**config.mk**
```make
export PLATFORM = sky130hd
export DESIGN_NAME = imem_loader
export DESIGN_NICKNAME = d
export VERILOG_FILES = /design/src/rtl/imem_loader.sv
export SDC_FILE = /design/constraint.sdc
export NUM_CORES = 1
export LEC_CHECK = 0
export CAP_MARGIN = 5
export CORE_MARGIN = 1
export CORE_UTILIZATION = 40
export CTS_CLUSTER_SIZE = 16
export DETAILED_ROUTE_END_ITERATION = 8
export HOLD_SLACK_MARGIN = 0.12
export PLACE_DENSITY = 0.67
export SLEW_MARGIN = 5
export SYNTH_ARGS = -nofsm -noshare
export SYNTH_HDL_FRONTEND = slang
export SYNTH_SLANG_ARGS = --single-unit
```
**constraint.sdc**
```tcl
create_clock -name clk_i -period 2.7 [get_ports clk_i]
set_input_delay 0.81 -clock clk_i [delete_from_list [all_inputs] [get_ports clk_i]]
set_output_delay 0.81 -clock clk_i [all_outputs]
set_load 0.1 [all_outputs]
```
**src/rtl/imem_loader.sv**
```systemverilog
// rtl/imem_loader.sv - byte-stream instruction memory loader with XOR checksum and core hold
module imem_loader #(
    parameter int DEPTH  = 128,
    parameter int ADDR_W = 16
) (
    input  logic              clk_i,
    input  logic              rst_i,
    input  logic              start_i,
    input  logic [7:0]        in_data_i,
    input  logic              in_valid_i,
    output logic              in_ready_o,
    output logic              wr_en_o,
    output logic [ADDR_W-1:0] wr_addr_o,
    output logic [15:0]       wr_data_o,
    output logic              cpu_hold_o,
    output logic              done_o,
    output logic              err_o,
    output logic [7:0]        words_loaded_o
);

    typedef enum logic [2:0] {
        S_IDLE, S_HDR, S_LO, S_HI, S_WRITE, S_CSUM, S_DONE, S_ERR
    } state_t;

    localparam logic [8:0] DEPTH_N = 9'(DEPTH);

    state_t            state_q;
    logic [7:0]        n_q;
    logic [7:0]        lo_q;
    logic [7:0]        xor_q;
    logic [ADDR_W-1:0] ptr_q;
    logic [7:0]        words_q;
    logic              in_ready_q;
    logic              wr_en_q;
    logic [ADDR_W-1:0] wr_addr_q;
    logic [15:0]       wr_data_q;
    logic              cpu_hold_q;
    logic              done_q;
    logic              err_q;

    logic              accept_d;
    logic [7:0]        words_d;
    logic [7:0]        xor_d;

    // in_ready_q always mirrors the byte-accepting states, so this is the true handshake
    assign accept_d = in_valid_i & in_ready_q;
    assign words_d  = words_q + 8'd1;
    assign xor_d    = xor_q ^ in_data_i;

    always_ff @(posedge clk_i) begin
        if (rst_i) begin
            state_q    <= S_IDLE;
            n_q        <= '0;
            lo_q       <= '0;
            xor_q      <= '0;
            ptr_q      <= '0;
            words_q    <= '0;
            in_ready_q <= 1'b0;
            wr_en_q    <= 1'b0;
            wr_addr_q  <= '0;
            wr_data_q  <= '0;
            cpu_hold_q <= 1'b1;
            done_q     <= 1'b0;
            err_q      <= 1'b0;
        end else begin
            wr_en_q <= 1'b0;
            case (state_q)
                S_IDLE, S_DONE, S_ERR: begin
                    if (start_i) begin
                        state_q    <= S_HDR;
                        done_q     <= 1'b0;
                        err_q      <= 1'b0;
                        words_q    <= '0;
                        xor_q      <= '0;
                        ptr_q      <= '0;
                        cpu_hold_q <= 1'b1;
                        in_ready_q <= 1'b1;
                    end
                end
                S_HDR: begin
                    if (accept_d) begin
                        n_q <= in_data_i;
                        if ({1'b0, in_data_i} > DEPTH_N) begin
                            state_q    <= S_ERR;
                            err_q      <= 1'b1;
                            in_ready_q <= 1'b0;
                        end else if (in_data_i == 8'd0) begin
                            state_q <= S_CSUM;
                        end else begin
                            state_q <= S_LO;
                        end
                    end
                end
                S_LO: begin
                    if (accept_d) begin
                        lo_q    <= in_data_i;
                        xor_q   <= xor_d;
                        state_q <= S_HI;
                    end
                end
                S_HI: begin
                    if (accept_d) begin
                        xor_q      <= xor_d;
                        wr_en_q    <= 1'b1;
                        wr_addr_q  <= ptr_q;
                        wr_data_q  <= {in_data_i, lo_q};
                        in_ready_q <= 1'b0;
                        state_q    <= S_WRITE;
                    end
                end
                S_WRITE: begin
                    ptr_q      <= ptr_q + ADDR_W'(1);
                    words_q    <= words_d;
                    in_ready_q <= 1'b1;
                    state_q    <= (words_d == n_q) ? S_CSUM : S_LO;
                end
                S_CSUM: begin
                    if (accept_d) begin
                        in_ready_q <= 1'b0;
                        if (in_data_i == xor_q) begin
                            state_q    <= S_DONE;
                            done_q     <= 1'b1;
                            cpu_hold_q <= 1'b0;
                        end else begin
                            state_q <= S_ERR;
                            err_q   <= 1'b1;
                        end
                    end
                end
                default: begin
                    state_q    <= S_IDLE;
                    in_ready_q <= 1'b0;
                end
            endcase
        end
    end

    assign in_ready_o     = in_ready_q;
    assign wr_en_o        = wr_en_q;
    assign wr_addr_o      = wr_addr_q;
    assign wr_data_o      = wr_data_q;
    assign cpu_hold_o     = cpu_hold_q;
    assign done_o         = done_q;
    assign err_o          = err_q;
    assign words_loaded_o = words_q;

endmodule
```
==> results.tsv, run 1 <==
metric	value	unit
clock_power_share	32.4	%
cts-root-buf	clkbuf_8	
p_per_area	594	mW/mm^2
maxSlewViolCount	0	
dieHeight	102	um
total_power	2.89	mW
hold_viol_final	0	
power.internal	1.96	mW
syn2layout_area_growth	21.9	%
clk_path_buf_depth	2	
crit_start	words_loaded_o[0]$_SDFFE_PP0P_	
cts_buffers	9	
synth_top_area_cell	dfxtp_1	
fin_tns_setup	0	ps
grt_overflow	0	
post-cts-setup-buffers	0	
viasPerCell	5.27	
grt_pass1_wl	16.0	mm
netSwitchingPower	933	uW
clk_pin_slew	90	ps
report.final.setup_viol	0	
drc	0	
synthMostInstantiatedCell	nand2_1	
fin_ws	423	ps
cp.arrival	2540	ps
placementRows	36	
htree_levels	3	
cp-end-kind	flip-flop	
switching_share	32.3	%
rr_worst_depth	7	
min_to	wr_addr_o[10]$_SDFFE_PP0P_	
grt_max_degree	53	
ctsHoldBuffers	0	
maxSlewHeadroom	60.7	%
synthDistinctLibCells	55	
worstSetupPathType	flip-flop to flip-flop	
ir_drop	363	uV
pin_count	57	
p_leak	1.91	nW
hold_path.startpoint	wr_addr_o[10]$_SDFFE_PP0P_	
place_ws	122	ps
portBuffers	56	
cts_tree	done	
required	2960	ps
synth_nets	520	
antenna_found_initial	0	
dieArea	0.0104	mm^2
vias	3691	
grt_pass1_vias	3344	
fill_cells	991	
avgRoutedWirePerCell	13.9	um
cts_sinks	88	
synth_top_area_share	44.1	%
multi_input_area	0.00209	mm^2
r2r_slack	420	ps
final_util	50.0	%
pwr-share-comb	19.9	%
ys.flop_type	dfxtp_1	
synthTopCellsByCount	nand2_1 (101), dfxtp_1 (88), a21oi_1 (64)	
synth_area_per_cell	7.91	um^2
wl	9.75	mm
hold_ws	458	ps
clkLatencyLatePin	370	ps
yosysWarnings	0	
seqCellArea	0.00176	mm^2
synth_edf_count	0	
crit_fanout	7	
synthArstFlopShare	0	%
rsz0062_at_grt	no	
hold_depth	2	
p_seq_share	47.8	%
hold_path.class	flip-flop to flip-flop	
diodes	0	
r2r_end	state_q[1]$_SDFFE_PP0P_	
initialDrtViolationCount	145	
crit_path_start_kind	flip-flop	
yosysSeqAreaShare	44.1	%
grt.total_usage	19.8	%
first_pass_iters	4	
finalCritPeriodShare	84.3	%
antenna_left	0	
synth_area_leaders	dfxtp_1 (44%), nand2_1 (9.5%), a21oi_1 (8.0%)	
dp_hpwl	6.84	mm
core	0.00973	mm^2
drive_gt1_share	16.0	%
ys_ff_latch	88	
die_w	102	um
worstMarginPinSlew	590	ps
final_nets	578	
post_cts_resize_count	0	
r2r_start	words_loaded_o[0]$_SDFFE_PP0P_	
period_minus_slack	2280	ps
fmax	0.439	GHz
fin_skew	7.82	ps
gp_congestion	0.870	
start_util	41.1	%
status	finished, final reports clean	
synthCells	505	
maxCapViolations	0	
syn-cell-area	0.00400	mm^2
through the flow:
stage / cell area, um^2 / cells
floorplan: 4000 / 505
global placement: 4670 / 685
detailed placement: 4670 / 685
CTS: 4870 / 701
global route: 4870 / 701
finish: 4870 / 701
worst max path at each step:
stage,slack [ps],endpoint
floorplan,40,state_q[1]$_SDFFE_PP0P_
global placement,190,err_o$_SDFFE_PP0P_
detailed placement,120,err_o$_SDFFE_PP0P_
CTS,460,state_q[1]$_SDFFE_PP0P_
global route,310,state_q[1]$_SDFFE_PP0P_
finish,420,state_q[1]$_SDFFE_PP0P_
power groups by stage:
stage	Combinational [mW]	Sequential (mW)	Clock, mW
final	0.574	1.38	0.936
after global routing	0.629	1.39	1.01
after CTS	0.567	1.38	0.965
after detailed placement	0.564	1.41	0
after global placement	0.559	1.41	0
after floorplan	0.341	1.46	0
cell families after synthesis:
kind of cell | count (synthesis) | share of synthesized area (%)
DFF | 88 | 44.1
xor gates and xnor gates | 24 | 5.26
AOI/OAI and AO/OA | 111 | 16.4
and+or+nand+nor | 225 | 25.2
muxes | 18 | 4.57
adders and majority gates | 3 | 0.940
buffers and inverters | 36 | 3.51
per-layer routing:
layer  GRT usage (%)  part of all wire [%]  vias up  wire, um
li1                -                     -     1848         -
met1            23.8                    44     1717      4310
met2            34.8                    49      111      4770
met3            4.04                   5.3       15       517
met4            7.25                   1.5        0       145
met5               0                     0        -         0
cells in the final DEF, fill, tap and decap left out, drive strengths merged, types with 2 or more instances in the layout:
cell type      synthesis  routed
a21o                   2       2
mux2                   2       2
nand2                101     101
or3                    2       2
o22ai                  2       2
nor2                  61      61
o21ai                 20      20
a221oi                 2       2
xnor2                 12      12
nor4                   4       4
buf                    3      66
or2                    2       2
a21oi                 64      64
nand3                 19      19
clkbuf                26       9
nand2b                 2       2
nand4                  4       4
mux2i                 16      16
and2                   5       5
nor3                  11      11
nand3b                 2       2
clkinv                 0       3
inv                    7       9
xor2                  12      12
dfxtp                 88      88
nor3b                  2       2
ha                     3       3
a31oi                  2       2
and3                   4       4
a311oi                 6       6
nor2b                  2       2
clkdlybuf4s50          0      10
o211ai                 2       2
cell type report:
type | count | share of cell area, %
Multi-Input combinational cell | 381 | 43.0
Clock buffer | 9 | 2.54
Timing Repair Buffer | 76 | 12.7
Sequential cell | 88 | 36.2
Tap cell | 133 | 3.42
Inverter | 7 | 0.540
Clock inverter | 7 | 1.59
registers in the layout, indices dropped and copies added (netlist names):
name,cells
cpu_hold_o,1
wr_data_o,16
wr_en_o,1
ptr_q,16
wr_addr_o,16
words_loaded_o,8
lo_q,8
done_o,1
in_ready_o,1
err_o,1
n_q,8
xor_q,8
state_q,3
critical path, cell delays in order, from the launching register on:
cell	delay, ps
dfxtp_1	550
ha_1	370
nand3b_1	110
a221oi_1	280
o22ai_1	150
a311oi_2	370
o21ai_1	100
a41o_1	240
Note: power is estimated with default switching activity, not from simulation.
==> inputs of run 2 (changes only) <==
Clock period 2.7 ns to 2.3 ns, I/O delays scaled along.
==> results.tsv, run 2 (synthesis results as in run 1) <==
metric	value	unit
rr_worst_depth	7	
min_to	wr_addr_o[8]$_SDFFE_PP0P_	
pin_count	57	
final_common_cell	nand2_1	
gp_congestion	0.822	
r2r_end	state_q[1]$_SDFFE_PP0P_	
grt_overflow	0	
layout_common_cells	nand2_1 (101), dfxtp_1 (82), buf_4 (75), a21oi_1 (64), nor2_1 (60)	
maxSlewHeadroom	71.5	%
avgRoutedWirePerCell	13.5	um
final_area	0.00499	mm^2
maxCapViolations	0	
grt_pass1_vias	3394	
p_seq_share	46.6	%
fin_tns_setup	0	ps
pwr-share-comb	21.6	%
hold_path.class	flip-flop to flip-flop	
dieHeight	102	um
clk_path_buf_depth	2	
diodes	0	
netSwitchingPower	1.07	mW
period_minus_slack	2140	ps
hold_ws	457	ps
htree_levels	3	
grt_max_degree	44	
syn2layout_area_growth	24.8	%
worstMarginPinSlew	427	ps
placed_cell_area	0.00479	mm^2
die_w	102	um
report.final.setup_viol	0	
post-cts-setup-buffers	0	
clk_pin_slew	90	ps
status	finished, violations left	
fin_skew	9.90	ps
clkLatencyLatePin	350	ps
viasPerCell	5.15	
cts-root-buf	clkbuf_8	
vias	3678	
crit_path_start_kind	flip-flop	
core	0.00973	mm^2
first_pass_iters	6	
r2r_start	words_loaded_o[0]$_SDFFE_PP0P_	
p_leak	1.98	nW
final_nets	591	
hold_viol_final	0	
placementRows	36	
r2r_slack	160	ps
violations	DRC	
antenna_found_initial	0	
switching_share	31.6	%
start_util	41.1	%
drive_gt1_share	18.8	%
cts_tree	done	
portBuffers	56	
grt.total_usage	19.7	%
worstSetupPathType	flip-flop to flip-flop	
cp-end-kind	flip-flop	
cts_sinks	88	
ir_drop	353	uV
fin_ws	157	ps
clock_power_share	31.7	%
required	2550	ps
crit_fanout	7	
dp_hpwl	6.98	mm
fmax	0.467	GHz
wl	9.65	mm
maxSlewViolCount	0	
post_cts_resize_count	0	
ctsHoldBuffers	0	
place_ws	-116	ps
power.internal	2.32	mW
finalCritPeriodShare	93.2	%
dieArea	0.0104	mm^2
rsz0062_at_grt	no	
hold_depth	2	
drc	1	
antenna_left	0	
p_per_area	681	mW/mm^2
initialDrtViolationCount	149	
total_power	3.40	mW
cp.arrival	2390	ps
hold_path.startpoint	wr_addr_o[8]$_SDFFE_PP0P_	
cts_buffers	9	
grt_pass1_wl	16.1	mm
## run 2: cell count changes in the layout (fill, tap and decap cells not counted)
cell,before,now
clkinvlp_4,1,2
inv_6,2,3
buf_4,63,75
dfxtp_1,87,82
dfxtp_2,1,5
buf_12,2,3
dfxtp_4,0,1
clkinv_4,2,0
## run 2: worst max path at each step
stage / from / to / slack [ps] / cells past startpoint
final: words_loaded_o[0]$_SDFFE_PP0P_ / state_q[1]$_SDFFE_PP0P_ / 160 / 7
after global routing: words_loaded_o[0]$_SDFFE_PP0P_ / state_q[1]$_SDFFE_PP0P_ / 60 / 7
after CTS: words_loaded_o[0]$_SDFFE_PP0P_ / state_q[1]$_SDFFE_PP0P_ / 140 / 7
after detailed placement: in_data_i[4] / state_q[1]$_SDFFE_PP0P_ / -120 / 7
after global placement: in_data_i[4] / state_q[1]$_SDFFE_PP0P_ / -120 / 7
after floorplan: words_loaded_o[0]$_SDFFE_PP0P_ / state_q[1]$_SDFFE_PP0P_ / 40 / 6
## run 2: power groups by stage
stage / Sequential (mW) / Clock, mW / Combinational [mW]
2_1_floorplan: 1.71 / 0 / 0.401
3_3_place_gp: 1.62 / 0 / 0.722
3_5_place_dp: 1.62 / 0 / 0.730
4_1_cts: 1.58 / 1.11 / 0.731
5_1_grt: 1.59 / 1.17 / 0.810
6_report: 1.58 / 1.08 / 0.735
## run 2: per-stage QoR
stage | util [%] | instances
final | 51.2 | 714
after global placement | 49.2 | 698
after CTS | 51.2 | 714
after floorplan | - | 505
after global routing | 51.2 | 714
after detailed placement | 49.2 | 698
## run 2: routing by layer
layer / up-vias / share of wire [%] / global-route usage [%] / wire [um]
met4: 0 / 1.2 / 6.37 / 116
met3: 10 / 5.1 / 4.24 / 489
li1: 1879 / - / - / -
met2: 92 / 48 / 33.1 / 4650
met5: - / 0 / 0 / 0
met1: 1697 / 46 / 25.1 / 4400
## run 2: cell type report
| cell class | instances | area (um^2) |
|---|---|---|
| clock buffer | 9 | 124 |
| clock inverter | 7 | 76.3 |
| fill | 952 | 4740 |
| inverter | 7 | 26.3 |
| multi-input combinational | 381 | 2090 |
| sequential | 88 | 1770 |
| tap | 133 | 166 |
| timing repair buffer | 89 | 728 |
## run 2: worst max-delay path, stage by stage, from the launching register on
cell	delay [ps]
dfxtp_2	390
ha_1	310
o21ba_1	190
a221oi_1	300
o22ai_1	140
a311oi_2	350
o21ai_1	110
a41o_1	250
==> inputs of run 3 (changes only) <==
Settings changed: CTS_CLUSTER_DIAMETER set to 150.
==> results of run 3 <==
Final layout, timing and power as in run 2 (identical DEF).
==> RTL edit: new RTL, settings of run 2 <==
Register the output `err_o` once more, with the module's reset; this adds one clock of latency there. The other outputs are not delayed to match.
--- a/src/rtl/imem_loader.sv
+++ b/src/rtl/imem_loader.sv
@@ -141,7 +141,13 @@
     assign wr_data_o      = wr_data_q;
     assign cpu_hold_o     = cpu_hold_q;
     assign done_o         = done_q;
-    assign err_o          = err_q;
+    always_ff @(posedge clk_i) begin
+        if (rst_i) begin
+            err_o <= '0;
+        end else begin
+            err_o <= err_q;
+        end
+    end
     assign words_loaded_o = words_q;
 
 endmodule
Function: changed (Yosys sat finds a counterexample within 4 cycles, from zero or initial values and one cycle with rst_i high).
==> RTL edit against run 2 <==
  * Wire length increased by 16%
  * Largest power group unchanged
  * Maximum frequency decreased by 0.56%
  * Setup slack got worse by 0.012 ns
  * Highest routed layer unchanged
  * Final area increased by 4.4%
  * Sequential cell count increased by 1
  * Area after synthesis increased by 5.2%
  * Sequential power increased by 3%
  * Total power increased by 5.0%
  * Non-clock buffer count decreased by 6
  * Via count increased by 11%
==> RTL edit: results <==
group,metric,value,unit
drt,vias,4085,
critical_path,cp-endpoint,"cpu_hold_o",
sta,layout_setup_ws,0.1450,ns
drt,dr.pass1.iters,4,
synthesis,yosys-top-cells-count,"nand2_1 (107), dfxtp_1 (89), a21oi_1 (83)",
power_and_ir_drop,peakVddDrop,0.3751,mV
critical_path,cpPeakStageDelay,0.44,ns
synthesis,yosys-top-cells-area,"dfxtp_1 (42%), a21oi_1 (9.9%), nand2_1 (9.6%), nand3_1 (4.2%), clkbuf_1 (3.0%)",
drt,drt_iter0_drc,293,
outcome,status,"finished clean",
final_layout,drive_above_1_share,0.1808,
placement,dp_hpwl,7.680,mm
synthesis,synth.distinct_cells,53,
critical_path,crit_fanout,4,
final_layout,n_fill_cell,978,
sta,slew_headroom,0.6012,
critical_path,crit_start,"in_data_i[7]",
placement,dp_slack,-0.2960,ns
sta,finClkSkew,0.01645,ns
critical_path,rr_startpoint,"words_loaded_o[0]",
critical_path,cp.arrival,2.43,ns
final_layout,nNetsFinal,613,
synthesis,syn_nets,558,
grt,grt_pass1_vias,3843,
synthesis,synth.yosys.seq_area_share,0.4238,
clock_network,clk_pin_slew_worst_paths,0.10,ns
critical_path,r2r_slack,0.21,ns
critical_path,r2r_end,"state_q[2]",
clock_network,cts-root-buf,"clkbuf_8",
critical_path,reg2reg_depth,6,
grt,grt_usage,0.2103,
critical_path,critPathTopFamily,"simple AND/OR/NAND/NOR gates",
power_and_ir_drop,p_leak,1.815,nW
grt,grt_pass1_wl,18.66,mm
drt,drt_wl_total,11.15,mm
placement,gp_congestion,0.8968,
critical_path,cp_slowest_cell,"clkdlybuf4s50_1",
[RTL edit: changes by cell type after synthesis, moves of 6 or more]
| cell | run 2 | this run |
|---|---|---|
| a21oi_1 | 64 | 83 |
| a311oi_1 | 5 | 11 |
| a31oi_1 | 2 | 12 |
| clkbuf_1 | 26 | 34 |
| mux2i_1 | 16 | 0 |
| nand2_1 | 101 | 107 |
| nand2b_1 | 2 | 9 |
| nand3_1 | 18 | 35 |
| nand3b_1 | 2 | 11 |
| nor2_1 | 60 | 32 |
| nor3_1 | 11 | 3 |
[RTL edit: logic make-up (layout without fill, tap and decap cells)]
logic type | Yosys count | count (layout) | synth area share
simple gates | 236 | 236 | 0.2702
compound gates | 147 | 147 | 0.2066
flops | 89 | 89 | 0.4238
buf+inv | 46 | 106 | 0.04226
xor+xnor | 18 | 18 | 0.03750
mux | 4 | 4 | 0.01071
fa+ha+maj | 3 | 3 | 0.008930
[RTL edit: worst register-to-register path, delay by kind of cell (launching register included)]
kind / cells / cell delay (ns)
and+or+nand+nor: 3 / 0.81
DFF: 1 / 0.46
AOI/OAI and AO/OA: 1 / 0.33
adders and majority gates: 1 / 0.30
xor gates and xnor gates: 1 / 0.09
[RTL edit: area by class of cell]
| type | count | share of cell area |
|---|---|---|
| Multi-Input combinational cell | 408 | 0.4354 |
| Sequential cell | 89 | 0.3438 |
| Timing Repair Buffer | 83 | 0.1433 |
| Tap cell | 136 | 0.03270 |
| Clock buffer | 10 | 0.02453 |
| Clock inverter | 6 | 0.01515 |
| Inverter | 7 | 0.005049 |
[RTL edit: per-stage QoR]
step	power [W]	hold WS (ns)	cell area, sq um	std cells	utilization
global placement	0.002456	0.4446	4979	723	0.4844
CTS	0.003574	0.4562	5185	739	0.5045
finish	0.003564	0.4576	5204	739	0.5063
detailed placement	0.002462	0.4480	4979	723	0.4844
floorplan	0.002192	0.4322	4212	543	-
global route	0.003739	0.4704	5204	739	0.5063
[RTL edit: worst min-delay path by stage]
stage,start,to,slack (ns),cells past startpoint
finish,lo_q[4],wr_data_o[4],0.46,2
global route,lo_q[1],wr_data_o[1],0.47,2
CTS,lo_q[4],wr_data_o[4],0.46,2
detailed placement,lo_q[2],lo_q[2],0.45,2
global placement,lo_q[2],wr_data_o[2],0.44,2
floorplan,lo_q[0],wr_data_o[0],0.43,2
[RTL edit: power breakdown]
part | total, W | internal [W] | switching (W)
sequential | 0.00162 | 0.00158 | 0.0000434
combinational | 0.000823 | 0.000287 | 0.000536
clock | 0.00112 | 0.000518 | 0.000602
[RTL edit: metal layers]
metal / part of all wire / vias up / track usage
met5: 0 / - / 0
met4: 0.011 / 0 / 0.05510
met3: 0.050 / 13 / 0.04135
met2: 0.47 / 109 / 0.3500
met1: 0.47 / 1937 / 0.2767
li1: - / 2026 / -
